[config.mk]
export PLATFORM = sky130hd
export DESIGN_NAME = alu_cmd_driver
export DESIGN_NICKNAME = d
export VERILOG_FILES = /design/src/rtl/alu_cmd_driver.sv
export SDC_FILE = /design/constraint.sdc
export NUM_CORES = 1
export LEC_CHECK = 0
export CAP_MARGIN = 20
export CORE_UTILIZATION = 50
export DETAILED_ROUTE_END_ITERATION = 8
export PLACE_DENSITY = 0.71
export RECOVER_POWER = 50
export SETUP_SLACK_MARGIN = 0.4
export SYNTH_ARGS = -nofsm -noshare
export SYNTH_HDL_FRONTEND = slang
export SYNTH_SLANG_ARGS = --single-unit
[constraint.sdc]
create_clock -name clk -period 4 [get_ports clk]
set_input_delay 0.8 -clock clk [delete_from_list [all_inputs] [get_ports clk]]
set_output_delay 0.8 -clock clk [all_outputs]
set_load 0.02 [all_outputs]
[src/rtl/alu_cmd_driver.sv]
// Initiator for the ALU operand/opcode pins: buffers packed commands in a FIFO, holds the ALU
// pins for a fixed number of cycles per command and returns the captured result as a response.
module alu_cmd_driver #(
  parameter int unsigned DATA_WIDTH  = 5,
  parameter int unsigned CMD_DEPTH   = 4,
  parameter int unsigned HOLD_CYCLES = 2
) (
  input  logic                  clk,
  input  logic                  rst_n,
  input  logic                  cmd_valid,
  output logic                  cmd_ready,
  input  logic [1:0]            cmd_mode,
  input  logic [2:0]            cmd_op1_op,
  input  logic [1:0]            cmd_op2_op,
  input  logic [DATA_WIDTH-1:0] cmd_a,
  input  logic [DATA_WIDTH-1:0] cmd_b,
  output logic                  alu_en,
  output logic                  alu_op1_en,
  output logic                  alu_op2_en,
  output logic [DATA_WIDTH-1:0] alu_operand1,
  output logic [DATA_WIDTH-1:0] alu_operand2,
  output logic [2:0]            alu_op1_op,
  output logic [1:0]            alu_op2_op,
  input  logic [DATA_WIDTH:0]   alu_result,
  output logic                  rsp_valid,
  input  logic                  rsp_ready,
  output logic [DATA_WIDTH:0]   rsp_data,
  output logic                  rsp_err,
  output logic                  busy
);

  localparam int unsigned EntryW = 7 + 2 * DATA_WIDTH;
  localparam int unsigned PtrW   = $clog2(CMD_DEPTH);
  localparam int unsigned CntW   = PtrW + 1;
  localparam int unsigned HoldW  = $clog2(HOLD_CYCLES);
  localparam logic [CntW-1:0]  Full     = CntW'(CMD_DEPTH);
  localparam logic [HoldW-1:0] HoldLast = HoldW'(HOLD_CYCLES - 1);

  typedef enum logic [1:0] {StIdle, StDrive, StCapture, StResp} state_e;

  state_e                  state_q;
  logic [EntryW-1:0]       mem_q [CMD_DEPTH];
  logic [PtrW-1:0]         wr_ptr_q, rd_ptr_q;
  logic [CntW-1:0]         count_q, count_d;
  logic [HoldW-1:0]        hold_q;
  logic                    push, pop;
  logic [EntryW-1:0]       head;
  logic [1:0]              head_mode;
  logic [2:0]              head_op1;
  logic [1:0]              head_op2;
  logic [DATA_WIDTH-1:0]   head_a, head_b;

  assign push = cmd_valid && cmd_ready;
  assign pop  = (state_q == StIdle) && (count_q != '0);
  assign head = mem_q[rd_ptr_q];
  assign {head_mode, head_op1, head_op2, head_a, head_b} = head;
  assign busy = (state_q != StIdle) || (count_q != '0);

  always_comb begin
    count_d = count_q + CntW'(push) - CntW'(pop);
  end

  always_ff @(posedge clk) begin
    if (push) begin
      mem_q[wr_ptr_q] <= {cmd_mode, cmd_op1_op, cmd_op2_op, cmd_a, cmd_b};
    end
  end

  // Ready follows the registered fill level, so a pop never frees a slot in the same cycle.
  always_ff @(posedge clk or negedge rst_n) begin
    if (!rst_n) begin
      wr_ptr_q  <= '0;
      rd_ptr_q  <= '0;
      count_q   <= '0;
      cmd_ready <= 1'b0;
    end else begin
      if (push) wr_ptr_q <= wr_ptr_q + PtrW'(1);
      if (pop)  rd_ptr_q <= rd_ptr_q + PtrW'(1);
      count_q   <= count_d;
      cmd_ready <= (count_d != Full);
    end
  end

  always_ff @(posedge clk or negedge rst_n) begin
    if (!rst_n) begin
      state_q      <= StIdle;
      hold_q       <= '0;
      alu_en       <= 1'b0;
      alu_op1_en   <= 1'b0;
      alu_op2_en   <= 1'b0;
      alu_operand1 <= '0;
      alu_operand2 <= '0;
      alu_op1_op   <= '0;
      alu_op2_op   <= '0;
      rsp_valid    <= 1'b0;
      rsp_data     <= '0;
      rsp_err      <= 1'b0;
    end else begin
      unique case (state_q)
        StIdle: begin
          if (pop) begin
            if (head_mode == 2'b00) begin
              rsp_valid <= 1'b1;
              rsp_err   <= 1'b1;
              rsp_data  <= '0;
              state_q   <= StResp;
            end else begin
              alu_en       <= 1'b1;
              alu_op1_en   <= head_mode[1];
              alu_op2_en   <= head_mode[0];
              alu_operand1 <= head_a;
              alu_operand2 <= head_b;
              alu_op1_op   <= head_op1;
              alu_op2_op   <= head_op2;
              hold_q       <= '0;
              state_q      <= StDrive;
            end
          end
        end
        StDrive: begin
          if (hold_q == HoldLast) begin
            alu_en     <= 1'b0;
            alu_op1_en <= 1'b0;
            alu_op2_en <= 1'b0;
            state_q    <= StCapture;
          end else begin
            hold_q <= hold_q + HoldW'(1);
          end
        end
        // The ALU holds its output while disabled, so the result is sampled one cycle late.
        StCapture: begin
          rsp_data  <= alu_result;
          rsp_err   <= 1'b0;
          rsp_valid <= 1'b1;
          state_q   <= StResp;
        end
        StResp: begin
          if (rsp_ready) begin
            rsp_valid <= 1'b0;
            state_q   <= StIdle;
          end
        end
        default: state_q <= StIdle;
      endcase
    end
  end

endmodule

; ---- After elaboration in Yosys (flattened, before gate mapping)
; Memory sizes are Yosys's and may differ from the RTL's.
; Cells that the tools add are included.
; W data, S select, Z words.
[word_totals]
ff_bits = 37
romBits = 0
elab_cells = 77
n_memories = 1
latchBits = 0
ram_bits = 68
in_bits = 27
[op_classes]
reduce_logical = 16
magnitude_cmp = 0
div_mod_pow = 0
bitwise_logic = 1
n_eq_ne = 9
n_addsub = 5
multipliers = 0
shifts = 0
muxes = 29
[mem_list]
columns = name, words, width, read_ports, rd_ports_with_merged_regs, wr, line
row1 = mem_q, 4, 17, 1, 0, 1, 42  ; logic [EntryW-1:0] mem_q [CMD_DEPTH];
[op_table]
columns = operator, n
row1 = $mux W1, 15
row2 = $mux W6, 2
row3 = $pmux W6 S2, 1
row4 = $reduce_and A3 Y1, 4
row5 = $pmux W1 S2, 5
row6 = $mux W2, 4
row7 = $ne A2 B2 Y1 const B, 4
row8 = $pmux W2 S4, 1
row9 = $reduce_and A4 Y1, 2
row10 = $reduce_bool A2 Y1, 3
row11 = $reduce_bool A3 Y1, 2
row12 = $add A2 B1 Y2 const B, 2
row13 = $eq A2 B2 Y1 const B, 2
row14 = $logic_not A2 Y1, 2
row15 = $add A3 B1 Y3, 1
row16 = $ne A3 B3 Y1 const B, 1
row17 = $pmux W1 S3, 1
row18 = $sub A3 B1 Y3, 1
row19 = $eq A2 B1 Y1 const B, 1
row20 = $logic_and A1 B1 Y1, 2
row21 = $ne A2 B1 Y1 const B, 1
row22 = $add A1 B1 Y1 const B, 1
row23 = $logic_or A1 B1 Y1, 1
row24 = $not A1 Y1, 1

; ---- Depth between registers and ports, before layout
; Gate-level depths: netlist (run 1).
; An unclocked memory read counts as a cell.
[logic_depth]
ltp_word = 5
mapped_depth = 10
mapped_depth_nobuf = 9

; ---- Worst setup path before layout (run 1)
; OpenSTA, ideal clock, no wires.
[synth_path]
path_kind = reg-to-reg
from = register state_q[0]
to = register cmd_ready
setup_ps = 125
period_less_slack_ps = 2164
stages_incl_launch_ff = 11
path_slack_ps = 1836
n_path_buf = 1
t_arrival_ps = 2039
path_cell_list = dfrtp_1 > inv_1 > ha_1 > o31a_1 > clkbuf_1 > xnor2_1 > ha_1 > fa_1 > xnor2_1 > xnor2_1 > nand2_1
[synth_via]
elab_chain_cells = 4
[synth_rtl]
columns = element, line
row1 = start: declaration, 41  ; state_e state_q;
row2 = start signal: assignment, 86  ; state_q <= StIdle;
row3 = start signal: assignment, 106  ; state_q <= StResp;
row4 = start signal: assignment, 116  ; state_q <= StDrive;
row5 = $logic_not A2 Y1, 54  ; assign pop = (state_q == StIdle) && (count_q != '0);
row6 = $logic_and A1 B1 Y1, 54
row7 = $sub A3 B1 Y3, 60  ; count_d = count_q + CntW'(push) - CntW'(pop);
row8 = named net count_d[2], 44  ; logic [CntW-1:0] count_q, count_d;
row9 = $ne A3 B3 Y1, 80  ; cmd_ready <= (count_d != Full);
row10 = end signal: assignment, 80
row11 = end: declaration, 11  ; output logic cmd_ready,
; The timed path passes the listed nets, and every way through them passes these cells.
; A chain may end at the register's enable or synchronous reset.

; ---- Worst setup path after layout (run 1)
[layout_path]
from = register state_q[0]
to = output busy
[layout_via]
elab_chain_cells = 2
[layout_rtl]
columns = element, line
row1 = $reduce_bool A2 Y1, 57  ; assign busy = (state_q != StIdle) || (count_q != '0);
row2 = $logic_or A1 B1 Y1, 57
row3 = end: declaration, 29  ; output logic busy
; Every way passes these cells.

==> flow_summary.toml, run 1 <==
[yosys]
yosys_warnings = 0
syn_avg_cell_area_um2 = 18.1
yosysTopAreaCell = "edfxtp_1"
syn-num-nets = 273
syn_inst = 236
yosysTopAreaCellShare_pct = 47.8
ys_ff_latch = 105
synth-async-reset-ratio_pct = 35.2
yosys-top-cells-area = "edfxtp_1 48%, dfrtp_1 22%, mux4_2 5.8%"
ys.flop_type = "edfxtp_1"
ys_seq_area_share_pct = 69.5
synth_cell_types = 38
synth_edf_count = 68
syn-cell-area_um2 = 4270

[clock_tree]
ctsRootBufferMaster = "clkbuf_8"
cts_made_buffers = 9
holdBufCountCts = 0
cts.path.max_buffers = 2
post_cts_resized = 0
cts.sinks = 105
tritoncts = "built"
cts_setup_buffers = 0
clk_pin_slew_ns = 0.09
clk_latency_ns = 0.36
cts_htree_levels = 3

[critical_path]
worstPathRequired_ns = 3.20
crit_path_max_fanout = 12
cpPeakStageDelay_ns = 0.55
critPathKind = "reg2out"
worstPathArrival_ns = 1.89
cpLargestDelayFamily = "buffers and inverters"
cp_num_buf_inv = 2
cp-end-kind = "output pin"
crit_path_top_delay_cell = "clkdlybuf4s50_1"
crit_chain = "inv_1 -> ha_1 -> nand2_1 -> clkdlybuf4s50_1"
worstSetupStartpointType = "flip-flop"

[sta]
hold_viol_final = 0
max_slew_margin_pct = -36.4
slew_viol_final = 38
rsz0062_at_grt = "no"
worst_slew_pin_slew_ns = 2.05
finalSetupTns_ns = 0
clock.fmax_mhz = 372
min_period_ns = 2.69
clock_skew_ns = 0.00742
setup_viol = 0
finalCritPeriodShare_pct = 67.2

[cells_and_area]
instances_no_fill = 402
drive_above_1_share_pct = 15.8
final_nets = 330
multi_input_area_um2 = 1170
syn_to_final_growth_pct = 19.3
stdcell_area_um2 = 5100
fill_cells = 623
antenna_cells = 0
finish.utilization_pct = 61.7
ff_latch_area_um2 = 2970

[grt]
track_usage_pct = 17.8
grt.overflow.total = 0
antenna_found_initial = 0
grt_pass1_wl_um = 11400
grt_pass1_vias = 2227
grt_max_degree = 38

[detailed_routing]
vias = 2181
wl_per_cell_um = 17.8
drtPass1Iterations = 4
final_antenna_net_count = 0
drtIter0Drc = 88
wl_um = 7170
drc = 0
avgViaCountPerCell = 5.43

[placed_design]
dp_hpwl_um = 4590
dpl_cell_area_um2 = 4880
io_buffers = 54
gp_congestion = 0.752
dp.cells = 387

[floorplan]
ios = 55
die_y_um = 94.4
core_um2 = 8260
die_area_um2 = 8910
die_width_um = 94.4
row_count = 33
start_util_pct = 51.7

[pwr]
leakagePower_nw = 1.90
peakVddDrop_uv = 382
power_density_nw_per_um2 = 792
total_power_w = 0.00404

[min_path]
hp-class = "reg2reg"

[status]
status = "finished, violations left"
failed_checks = "capacitance limit, slew limit"

[job]
cap_viol_max_count = 1
[layout make-up]
class | count | share of cell area, %
clock buffer | 9 | 2.43
tap | 105 | 2.58
timing repair buffer | 58 | 11.1
multi-input combinational | 108 | 23.0
clock inverter | 6 | 1.84
sequential | 105 | 58.2
inverter | 11 | 0.810
[power breakdown]
group          internal [W]  switching (W)
logic              0.000842       0.000822
registers           0.00150       0.000170
clock network      0.000352       0.000349
[sequential cells by signal, indices dropped and copies added, names as in the netlist, 2 cells and up]
signal	cells
mem_q	68
rsp_data	6
alu_operand1	5
alu_operand2	5
alu_op1_op	3
count_q	3
alu_op2_op	2
rd_ptr_q	2
state_q	2
wr_ptr_q	2
[per-stage QoR]
step	hold slack, ns	setup WS, ns
final	0.524	1.31
after global routing	0.541	1.17
after CTS	0.525	1.27
after detailed placement	0.498	1.25
after global placement	0.498	1.32
after floorplan	0.498	1.84
[final timing paths]
kind                                     from             to  slack (ns)  depth (start not counted)
worst max-delay path               state_q[0]           busy        1.31                          4
worst min register to register  alu_op1_op[0]  alu_op1_op[0]        0.52                          1
worst max register to register     state_q[0]  alu_op1_op[0]        1.40                          6
min in group asynchronous               rst_n      rsp_valid        1.01                          1
worst min-delay path            alu_op1_op[0]  alu_op1_op[0]        0.52                          1
max in group asynchronous               rst_n  alu_op2_op[1]        1.81                          1
[cells by family (layout without fill, tap and decap cells)]
kind of cell	Yosys count	in the layout	share of synthesized area [%]
xor gates and xnor gates	6	6	1.23
AOI/OAI and AO/OA	23	23	4.19
muxes	35	35	15.0
DFF	105	105	69.5
and+or+nand+nor	34	34	3.98
buffers and inverters	23	84	3.02
adders and majority gates	10	10	3.11
[cell usage in the layout (no fill, tap or decap), types with 3 or more instances in the layout]
master / instances
mux4_1: 6
o211ai_1: 3
clkinv_4: 3
edfxtp_1: 68
inv_1: 11
and3_1: 4
dlygate4sd3_1: 20
ha_1: 9
xnor2_1: 5
o22ai_1: 6
dfrtp_1: 37
mux2_2: 7
o31a_1: 3
mux2_4: 9
clkdlybuf4s50_1: 33
clkbuf_8: 9
buf_4: 4
nand2b_1: 3
nand2_1: 19
mux4_2: 11
[metal layers]
metal / routed length, um / vias up / global-route usage (%)
met5: 0 / - / 0
met4: 119 / 0 / 7.69
met3: 324 / 10 / 3.62
met2: 3530 / 62 / 29.9
met1: 3190 / 1085 / 22.6
li1: - / 1024 / -
[synth_stat cells, types with 4 or more instances]
cell type,n
and3_1,4
clkbuf_1,5
dfrtp_1,37
edfxtp_1,68
ha_1,9
inv_1,11
mux2_2,7
mux2_4,9
mux4_1,6
mux4_2,11
nand2_1,19
o22ai_1,6
xnor2_1,5
Note: power is estimated with default switching activity, not from simulation.
==> run 2, diff against run 1 <==
--- a/config.mk
+++ b/config.mk
@@ -6,9 +6,9 @@
 export NUM_CORES = 1
 export LEC_CHECK = 0
 export CAP_MARGIN = 20
-export CORE_UTILIZATION = 50
+export CORE_UTILIZATION = 49
 export DETAILED_ROUTE_END_ITERATION = 8
-export PLACE_DENSITY = 0.71
+export PLACE_DENSITY = 0.73
 export RECOVER_POWER = 50
 export SETUP_SLACK_MARGIN = 0.4
 export SYNTH_ARGS = -nofsm -noshare
==> constraint.sdc (replaced) <==
create_clock -name clk -period 2.2 [get_ports clk]
set_input_delay 0.44 -clock clk [delete_from_list [all_inputs] [get_ports clk]]
set_output_delay 0.44 -clock clk [all_outputs]
set_load 0.02 [all_outputs]
==> flow_summary.toml, run 2 (synthesis results as in run 1) <==
[detailed_routing]
drc = 0
wl_per_cell_um = 18.4
vias = 2411
final_antenna_net_count = 0
avgViaCountPerCell = 5.49
wl_um = 8070
drtPass1Iterations = 4
drtIter0Drc = 104

[cells_and_area]
reg_top3 = "mem_q x68, rsp_data x6"
fill_cells = 568
drive_above_1_share_pct = 29.7
stdcell_area_um2 = 5550
final_common_cell = "edfxtp_1"
ff_latch_area_um2 = 2970
most-common-layout-cells = "68 x edfxtp_1, 35 x dfrtp_1, 24 x buf_4"
final_nets = 365
regMostFlops = "mem_q"
largest_reg_flops = 68
syn_to_final_growth_pct = 29.9
multi_input_area_um2 = 1280

[critical_path]
crit_top_cell = "xnor2_1"
cp_num_buf_inv = 1
worstPathRequired_ns = 2.45
cp-end-kind = "flip-flop"
cpPeakStageDelay_ns = 0.41
cpLargestDelayFamily = "adder cells"
critPathLaunch = "state_q[1]"
crit_path_max_fanout = 3
crit_chain = "inv_2 -> ha_4 -> o31a_1 -> xnor2_1 -> ha_2 -> fa_2 -> xnor2_2 -> xnor2_1 -> nand2_1"
critPathKind = "reg2reg"
crit_path_top_delay_cell = "dfrtp_1"
worstSetupStartpointType = "flip-flop"
reg2reg_from = "state_q[1]"
worstPathArrival_ns = 2.20

[job]
cap_viol_max_count = 0

[placed_design]
place_ws_ns = -0.0912
dp_hpwl_um = 4780
io_buffers = 54
dpl_cell_area_um2 = 5050
gp_congestion = 0.740

[sta]
fin_hold_ws_ns = 0.327
setup_viol = 0
clock.fmax_mhz = 513
hold_viol_final = 0
clock_skew_ns = 0.0113
min_period_ns = 1.95
worst_slew_pin_slew_ns = 1.01
layout_setup_ws_ns = 0.249
slew_viol_final = 0
rsz0062_at_grt = "yes"
max_slew_margin_pct = 32.5
finalCritPeriodShare_pct = 88.7

[clock_tree]
cts.sinks = 105
cts_made_buffers = 9
tritoncts = "built"
cts_htree_levels = 3
clk_pin_slew_ns = 0.10
cts.path.max_buffers = 2
ctsRootBufferMaster = "clkbuf_8"
holdBufCountCts = 0
clk_latency_ns = 0.35

[grt]
grt_pass1_vias = 2399
track_usage_pct = 18.9
grt_pass1_wl_um = 12200
grt_max_degree = 38
grt.overflow.total = 0
antenna_found_initial = 1

[pwr]
power_density_nw_per_um2 = 1480
power_frac_comb_pct = 47.5
p_clk_share_pct = 15.6
leakagePower_nw = 2.25
total_power_w = 0.00822
p_sw_w = 0.00276
p_sw_share_pct = 33.5
peakVddDrop_uv = 593
p_int_w = 0.00547
pwr-share-seq_pct = 36.9

[min_path]
hp-class = "in2async"

[floorplan]
row_count = 33
ios = 55
core_um2 = 8340
die_area_um2 = 9090
die_width_um = 95.4
die_y_um = 95.4
start_util_pct = 51.2

[status]
status = "finished clean"
run 2: changes by cell type in the layout (fill, tap and decap cells not counted), sizes merged:
cell / delta
buf: +32
clkdlybuf4s50: -20
dlymetal6s2s: +14
dlygate4sd2: +7
clkbuf: +6
clkinv: -3
dlygate4sd3: -2
inv: +2
diode: +1
run 2: through the flow:
stage | util [%] | TNS (ns) | std cells
final | 66.5 | 0 | 439
after global routing | 66.5 | 0 | 439
after CTS | 64.9 | 0 | 432
after detailed placement | 60.6 | -0.0912 | 400
after global placement | 60.6 | 0 | 400
after floorplan | - | 0 | 236
run 2: layer usage:
| layer | vias to the layer above | global-route usage, % | wire length (um) |
|---|---|---|---|
| met2 | 68 | 32.9 | 4260 |
| met5 | - | 0 | 0 |
| met1 | 1243 | 23.3 | 3330 |
| met4 | 0 | 4.55 | 116 |
| met3 | 10 | 5.10 | 363 |
| li1 | 1090 | - | - |
run 2: worst paths after layout:
path,to,slack [ns],cells after the start
max in group asynchronous,rd_ptr_q[0],1.18,2
max reg2reg,cmd_ready,0.25,9
max,cmd_ready,0.25,9
min in group clk,alu_operand1[3],0.52,1
min,cmd_ready,0.33,2
min reg2reg,alu_operand1[3],0.52,1
run 2: power by group through the flow:
stage | Combinational, W | Clock, W | Sequential, W
5_1_grt | 0.00419 | 0.00140 | 0.00310
4_1_cts | 0.00365 | 0.00131 | 0.00304
6_report | 0.00391 | 0.00128 | 0.00303
2_1_floorplan | 0.00206 | 0 | 0.00328
3_3_place_gp | 0.00326 | 0 | 0.00307
3_5_place_dp | 0.00335 | 0 | 0.00309
run 2: timing repair:
item,CTS,global route
setup buffers,15,6
endpoints found under the setup margin,33,41
pin swaps,10,11
gates cloned,1,0
gates resized for setup,19,35
run 2: area by class of cell:
class / instances / share of cell area [%]
clock inverters: 5 / 1.58
diodes: 1 / 0.0451
flip-flops and latches: 105 / 53.6
well taps: 105 / 2.37
inverters: 11 / 0.744
clock buffers: 11 / 2.37
multi-input cells: 108 / 23.1
repair buffers: 93 / 16.3
